File: config.mk
export PLATFORM = sky130hd
export DESIGN_NAME = seq_gen
export DESIGN_NICKNAME = d
export VERILOG_FILES = /design/src/rtl/seq_gen_pkg.sv /design/src/rtl/btn_edge.sv /design/src/rtl/seq_gen.sv
export SDC_FILE = /design/constraint.sdc
export NUM_CORES = 1
export LEC_CHECK = 0
export CORE_UTILIZATION = 24
export DETAILED_ROUTE_END_ITERATION = 16
export GPL_TIMING_DRIVEN = 1
export PLACE_DENSITY = 0.45
export SYNTH_ARGS = -nofsm -noshare
export SYNTH_HDL_FRONTEND = slang
export SYNTH_SLANG_ARGS = --single-unit
export TNS_END_PERCENT = 10
File: constraint.sdc
create_clock -name clk -period 2.7 [get_ports clk]
set_input_delay 0.405 -clock clk [delete_from_list [all_inputs] [get_ports clk]]
set_output_delay 0.405 -clock clk [all_outputs]
set_load 0.01 [all_outputs]
File: src/rtl/seq_gen_pkg.sv
// Shared types for the two-term recurrence generator: operation mode
// encodings and the sequencer state enum.
package seq_gen_pkg;

  typedef enum logic [1:0] {
    MODE_ADD = 2'b00,
    MODE_SUB = 2'b01,
    MODE_XOR = 2'b10,
    MODE_AND = 2'b11
  } mode_t;

  typedef enum logic [1:0] {
    LOAD_A = 2'b00,
    LOAD_B = 2'b01,
    RUN    = 2'b10
  } state_t;

endpackage

File: src/rtl/btn_edge.sv
// Button conditioner: multi-flop synchroniser followed by a rising-edge
// detector. Emits a single-cycle pulse per rising edge of the raw input,
// however long the input stays high.
module btn_edge #(
  parameter int unsigned STAGES = 2
) (
  input  logic clk,
  input  logic rst_n,
  input  logic din,
  output logic pulse
);

  // Fewer than two stages would not be a safe synchroniser.
  localparam int unsigned N = (STAGES < 2) ? 2 : STAGES;

  logic [N-1:0] sync;
  logic         edge_reg;

  // Shift the raw input through the synchroniser and remember the last output.
  always_ff @(posedge clk or negedge rst_n) begin
    if (!rst_n) begin
      sync     <= '0;
      edge_reg <= 1'b0;
    end else begin
      sync     <= {sync[N-2:0], din};
      edge_reg <= sync[N-1];
    end
  end

  assign pulse = sync[N-1] & ~edge_reg;

endmodule

File: src/rtl/seq_gen.sv
// Parametrised two-term recurrence generator x(n+1) = x(n) OP x(n-1).
// Two seeds are loaded from din on successive en presses, then each press
// advances the sequence. Build option: define SEQ_GEN_SAT_EN to make ADD/SUB
// saturate instead of wrapping (ovf is set either way).
module seq_gen
  import seq_gen_pkg::*;
#(
  parameter int unsigned WIDTH       = 8,
  parameter int unsigned CNT_W       = 4,
  parameter int unsigned SYNC_STAGES = 2
) (
  input  logic             clk,
  input  logic             rst_n,
  input  logic             en,
  input  logic             clr,
  input  logic [1:0]       mode,
  input  logic [WIDTH-1:0] din,
  output logic [WIDTH-1:0] dout,
  output logic             ready,
  output logic             ovf,
  output logic [CNT_W-1:0] step_cnt
);

  state_t           state;
  logic [WIDTH-1:0] a;       // x(n-1)
  logic [WIDTH-1:0] b;       // x(n)
  logic             pulse;
  logic [WIDTH:0]   sum_ext;
  logic [WIDTH:0]   diff_ext;
  logic [WIDTH-1:0] result;
  logic             res_ovf;

  btn_edge #(
    .STAGES(SYNC_STAGES)
  ) u_en_edge (
    .clk  (clk),
    .rst_n(rst_n),
    .din  (en),
    .pulse(pulse)
  );

  // Next-term arithmetic; the extra MSB of each extended result is carry/borrow.
  always_comb begin
    sum_ext  = {1'b0, b} + {1'b0, a};
    diff_ext = {1'b0, b} - {1'b0, a};
    result   = '0;
    res_ovf  = 1'b0;
    case (mode_t'(mode))
      MODE_ADD: begin
        res_ovf = sum_ext[WIDTH];
`ifdef SEQ_GEN_SAT_EN
        result  = sum_ext[WIDTH] ? '1 : sum_ext[WIDTH-1:0];
`else
        result  = sum_ext[WIDTH-1:0];
`endif
      end
      MODE_SUB: begin
        res_ovf = diff_ext[WIDTH];
`ifdef SEQ_GEN_SAT_EN
        result  = diff_ext[WIDTH] ? '0 : diff_ext[WIDTH-1:0];
`else
        result  = diff_ext[WIDTH-1:0];
`endif
      end
      MODE_XOR: result = b ^ a;
      MODE_AND: result = b & a;
      default:  result = '0;
    endcase
  end

  // Sequencer: seed loading, stepping, sticky overflow and step counting.
  always_ff @(posedge clk or negedge rst_n) begin
    if (!rst_n) begin
      state    <= LOAD_A;
      a        <= '0;
      b        <= '0;
      ready    <= 1'b0;
      ovf      <= 1'b0;
      step_cnt <= '0;
    end else if (clr) begin
      state    <= LOAD_A;
      a        <= '0;
      b        <= '0;
      ready    <= 1'b0;
      ovf      <= 1'b0;
      step_cnt <= '0;
    end else if (pulse) begin
      case (state)
        LOAD_A: begin
          a     <= din;
          state <= LOAD_B;
        end
        LOAD_B: begin
          b     <= din;
          ready <= 1'b1;
          state <= RUN;
        end
        RUN: begin
          a        <= b;
          b        <= result;
          ovf      <= ovf | res_ovf;
          step_cnt <= step_cnt + CNT_W'(1);
        end
        default: begin
          state <= LOAD_A;
          ready <= 1'b0;
        end
      endcase
    end
  end

  assign dout = b;

endmodule

==> out/metrics.cfg, run 1 <==
[status]
outcome=complete, no violations

[finish]
drive_gt1_frac=0.0594
area_growth_pct=19.1
multiInputGateArea_um2=1380
fin_nets=320
diodes=0
nFillCells=937
seqCellArea_um2=676
fin_util=0.297
stdcell_count=394

[floorplan]
die_area_um2=9550
die_w_um=97.7
io_pins=28
core_um2=8810
die_h_um=97.7
rows=34
initial_utilization=0.250

[worst_setup_path]
crit_path_end=dout[7]$_DFFE_PN0P_
ff2ff_setup_slack_ns=0.39
worstRegToRegCells=7
required_ns=2.88
start_kind=flip-flop
path_class=flip-flop to flip-flop
cp-end-kind=flip-flop
critPathArrivalTime_ns=2.49
crit_start=dout[6]$_DFFE_PN0P_
reg2reg_from=dout[6]$_DFFE_PN0P_
path_max_fanout=14
rr_endpoint=dout[7]$_DFFE_PN0P_

[sta]
rsz0062_at_grt=false
relSlewSlack=0.373
tightest_slew_ns=0.937
hold_slack_ns=0.356
finalSetupViolCount=0
slew_violations=0
hold_violations=0
min_period_ns=2.31
fin_crit_sh=0.856
final.setup_skew_ns=0.00823
timing.fmax_mhz=432
final.setup.tns_ns=0

[pwr]
ir_drop_mv=0.171
p_sw_uw=309
swShare=0.325
intPower_uw=641
power.density_nw_per_um2=363
pwr-share-comb=0.280
power_frac_clock=0.259
p_leak_uw=0.00106
p_seq_frac=0.461

[synthesis]
synth_ff_type=dfrtp_1
synth_seq_area_share=0.307
ys_warn_count=0
syn_area_per_cell_um2=8.30
async_reset_ff_frac=1.00
synth-edff-count=0
synthCells=265
synth_nets=298
synthDistinctLibCells=59
ys_seq_elements=27
synth_area_um2=2200

[place]
port_buffers=27
gp_congestion=0.765
hpwl_mm=4.65
dp_cells=390

[routing]
drt-initial-drc-count=92
wire_per_inst_um=15.7
drt-total-wl_mm=6.19
viasPerCell=5.13
drc=0
via_count=2023
dr.pass1.iters=4
ant_nets=0

[clocking]
numCtsBuffers=3
root_buffer=clkbuf_8
post_cts_buffers=0
cts.htree.levels=1
clk_transition_reported_paths_ns=0.10
hold_buffers=0
clock_sinks=27
cts_buffer_depth=2
cts_resized=0
tritoncts=built
clk_latency_ns=0.28

[global_route]
track_usage=0.135
overflow=0
first_global_vias=1999
antenna_found_initial=0
grt_pass1_wl_mm=10.3
grt_max_degree=33

[flow_run]
maxCapViolations=0

[worst_hold_path]
hold_path.class=flip-flop to flip-flop

[cells in the final DEF (no fill, tap or decap), drive strengths merged, types with 2 or more instances in the layout]
master and count:
o2bb2ai 2, clkdlybuf4s50 27, nand4 3, nand3 3, nor2 28, nor4 3
o21a 4, inv 18, or3 3, nor2b 7, or2 2, a21o 2
xor2 3, buf 6, nand2b 5, o31ai 3, a31oi 6, ha 17
fa 2, nor3 7, a211oi 5, a211o 2, a2111oi 2, a311oi 2
dfrtp 27, o211ai 5, mux2i 7, clkbuf 4, a21oi 18, nand2 22
o21ai 19
[metrics by stage]
| step | area [um2] | power (uW) | worst slack, ns |
|---|---|---|---|
| floorplan | 2200 | 623 | 0.539 |
| global placement | 2570 | 713 | 0.381 |
| detailed placement | 2570 | 713 | 0.394 |
| CTS | 2620 | 965 | 0.372 |
| global route | 2620 | 1010 | 0.122 |
| finish | 2620 | 950 | 0.388 |
[final cells by class]
| cell class | instances | area share |
|---|---|---|
| multi-input cells | 204 | 0.527 |
| flip-flops and latches | 27 | 0.258 |
| repair buffers | 33 | 0.120 |
| well taps | 108 | 0.0516 |
| inverters | 18 | 0.0258 |
| clock buffers | 4 | 0.0172 |
[power groups by stage]
| stage | sequential (uW) | combinational (uW) | clock [uW] |
|---|---|---|---|
| finish | 438 | 266 | 246 |
| global route | 441 | 299 | 267 |
| CTS | 438 | 267 | 259 |
| detailed placement | 446 | 267 | 0 |
| global placement | 446 | 267 | 0 |
| floorplan | 444 | 179 | 0 |
[layer usage]
layer | GRT usage | wire [um] | vias to the layer above
li1 | - | - | 997
met1 | 0.183 | 3020 | 974
met2 | 0.227 | 2870 | 44
met3 | 0.0158 | 218 | 8
met4 | 0.0338 | 75 | 0
met5 | 0 | 0 | -
[critical path, stage by stage (launching register included)]
cell and delay (ns):
dfrtp_1 0.45, ha_1 0.55, o2111ai_1 0.18, a211oi_1 0.36, o21ai_1 0.13, a21oi_1 0.16
nor3_1 0.08, o41ai_1 0.29
[cells in the mapped netlist (4+ instances only)]
master    count  area, um2
nor2_1       28        105
dfrtp_1      27        676
nand2_1      22       82.6
a21oi_1      18       90.1
ha_1         17        213
inv_1        15       56.3
o21ai_1      11       55.1
clkbuf_1      8       30.0
o21ai_0       8       40.0
mux2i_1       7       70.1
nor3_1        7       35.0
a31oi_1       6       37.5
buf_2         6       30.0
nor2b_1       6       37.5
a211oi_1      5       37.5
nand2b_1      5       31.3
o211ai_1      4       30.0
o21a_1        4       30.0
[cells by family after synthesis]
kind of cell / synth area share
AOI/OAI and AO/OA: 0.253
xor gates and xnor gates: 0.0159
adders and majority gates: 0.115
buffers and inverters: 0.0649
DFF: 0.307
muxes: 0.0421
and+or+nand+nor: 0.202
[worst min-delay path by stage]
stage	from	to	slack, ns	cells after the start
6_report	u_en_edge.sync[0]$_DFF_PN0_	u_en_edge.sync[1]$_DFF_PN0_	0.36	0
2_1_floorplan	rst_n	a[0]$_DFFE_PN0P_	0.11	0
3_3_place_gp	u_en_edge.sync[0]$_DFF_PN0_	u_en_edge.sync[1]$_DFF_PN0_	0.33	0
3_5_place_dp	u_en_edge.sync[0]$_DFF_PN0_	u_en_edge.sync[1]$_DFF_PN0_	0.33	0
5_1_grt	u_en_edge.sync[0]$_DFF_PN0_	u_en_edge.sync[1]$_DFF_PN0_	0.37	0
4_1_cts	u_en_edge.sync[0]$_DFF_PN0_	u_en_edge.sync[1]$_DFF_PN0_	0.36	0
(Power assumes the default switching activity.)
==> run 2, diff against run 1 <==
--- a/config.mk
+++ b/config.mk
@@ -9,6 +9,7 @@
 export DETAILED_ROUTE_END_ITERATION = 16
 export GPL_TIMING_DRIVEN = 1
 export PLACE_DENSITY = 0.45
+export REMOVE_ABC_BUFFERS = 1
 export SYNTH_ARGS = -nofsm -noshare
 export SYNTH_HDL_FRONTEND = slang
 export SYNTH_SLANG_ARGS = --single-unit
==> out/metrics.cfg, run 2 (synthesis results as in run 1) <==
[finish]
stdcell_count=394
final_common_cell=nor2_1
layout_common_cells=28 x nor2_1, 27 x dfrtp_1, 27 x clkdlybuf4s50_1, 22 x nand2_1, 18 x a21oi_1
fin_util=0.298
fin_nets=320
diodes=0
drive_gt1_frac=0.0629
area_growth_pct=19.2
fin_area_um2=2620

[global_route]
antenna_found_initial=0
grt_pass1_wl_mm=10.3
grt_max_degree=30
overflow=0
track_usage=0.133
first_global_vias=2015

[worst_setup_path]
critPathArrivalTime_ns=2.63
rr_endpoint=dout[7]$_DFFE_PN0P_
start_kind=flip-flop
ff2ff_setup_slack_ns=0.23
worstRegToRegCells=7
cp-end-kind=flip-flop
path_class=flip-flop to flip-flop
reg2reg_from=dout[5]$_DFFE_PN0P_
cp_slowest_cell=ha_1
path_max_fanout=15
path_cells=ha_1 -> o2111ai_1 -> a211oi_1 -> nor2_1 -> and4_1 -> nor3_1 -> o41ai_1
slowest_delay_ns=0.58
required_ns=2.87

[place]
hpwl_mm=4.56
port_buffers=27
dp_cells=390
place_area_um2=2570
gp_congestion=0.809

[sta]
hold_violations=0
rsz0062_at_grt=false
slew_violations=0
fin_crit_sh=0.914
final.setup_skew_ns=0.00271
relSlewSlack=0.434
tightest_slew_ns=0.846
final.setup.tns_ns=0
min_period_ns=2.47
hold_slack_ns=0.359
finalSetupViolCount=0
timing.fmax_mhz=405

[clocking]
root_buffer=clkbuf_8
hold_buffers=0
tritoncts=built
numCtsBuffers=3
post_cts_buffers=0
cts.htree.levels=1
clk_latency_ns=0.28
clk_transition_reported_paths_ns=0.10
cts_resized=0
cts_buffer_depth=2
clock_sinks=27

[floorplan]
die_w_um=97.7
core_um2=8810
rows=34
die_h_um=97.7
die_area_um2=9550
io_pins=28
initial_utilization=0.250

[pwr]
ir_drop_mv=0.242
p_leak_uw=0.00106
power.density_nw_per_um2=363

[routing]
viasPerCell=5.13
drc=0
drt-initial-drc-count=125
dr.pass1.iters=4
ant_nets=0
drt-total-wl_mm=6.20
wire_per_inst_um=15.7
via_count=2023

[worst_hold_path]
min_to=u_en_edge.sync[1]$_DFF_PN0_
worst_hold_startpoint=u_en_edge.sync[0]$_DFF_PN0_
hold_path_depth=0
hold_path.class=flip-flop to flip-flop

[flow_run]
maxCapViolations=0

[status]
outcome=complete, no violations

[run 2: metrics by stage]
| stage | setup WS (ns) | total power (uW) |
|---|---|---|
| floorplan | 0.477 | 605 |
| global placement | 0.264 | 713 |
| detailed placement | 0.308 | 711 |
| CTS | 0.303 | 957 |
| global route | 0.143 | 1010 |
| finish | 0.232 | 952 |
[run 2: power breakdown]
| group | internal [uW] | leakage, uW | switching, uW |
|---|---|---|---|
| sequential | 421 | 0.000364 | 17.7 |
| combinational | 113 | 0.000675 | 152 |
| clock | 104 | 0.0000255 | 145 |
| total | 637 | 0.00106 | 315 |
[run 2: how the worst max path moves through the flow]
stage / start / to / slack, ns
2_1_floorplan: state[1]$_DFFE_PN0P_ / dout[5]$_DFFE_PN0P_ / 0.48
3_3_place_gp: dout[5]$_DFFE_PN0P_ / dout[7]$_DFFE_PN0P_ / 0.26
3_5_place_dp: dout[5]$_DFFE_PN0P_ / dout[7]$_DFFE_PN0P_ / 0.31
4_1_cts: dout[5]$_DFFE_PN0P_ / dout[7]$_DFFE_PN0P_ / 0.30
5_1_grt: dout[5]$_DFFE_PN0P_ / dout[7]$_DFFE_PN0P_ / 0.14
6_report: dout[5]$_DFFE_PN0P_ / dout[7]$_DFFE_PN0P_ / 0.23
[run 2: metal layers]
layer / track usage / part of all wire
met5: 0 / 0
met4: 0.0303 / 0.0081
met3: 0.0151 / 0.037
met2: 0.221 / 0.47
met1: 0.184 / 0.49
[run 2: critical path, delay by kind of cell (launching register included)]
kind                       cells  cell delay [ns]
and+or+nand+nor                3             0.61
DFF                            1             0.45
AOI/OAI and AO/OA              3             0.72
adders and majority gates      1             0.58
[run 2: layout make-up]
type	instances	area (um2)
multi-input cells	204	1380
well taps	108	135
inverters	18	67.6
clock buffers	3	41.3
fillers	923	6190
flip-flops and latches	27	676
clock inverters	1	5.00
repair buffers	33	315
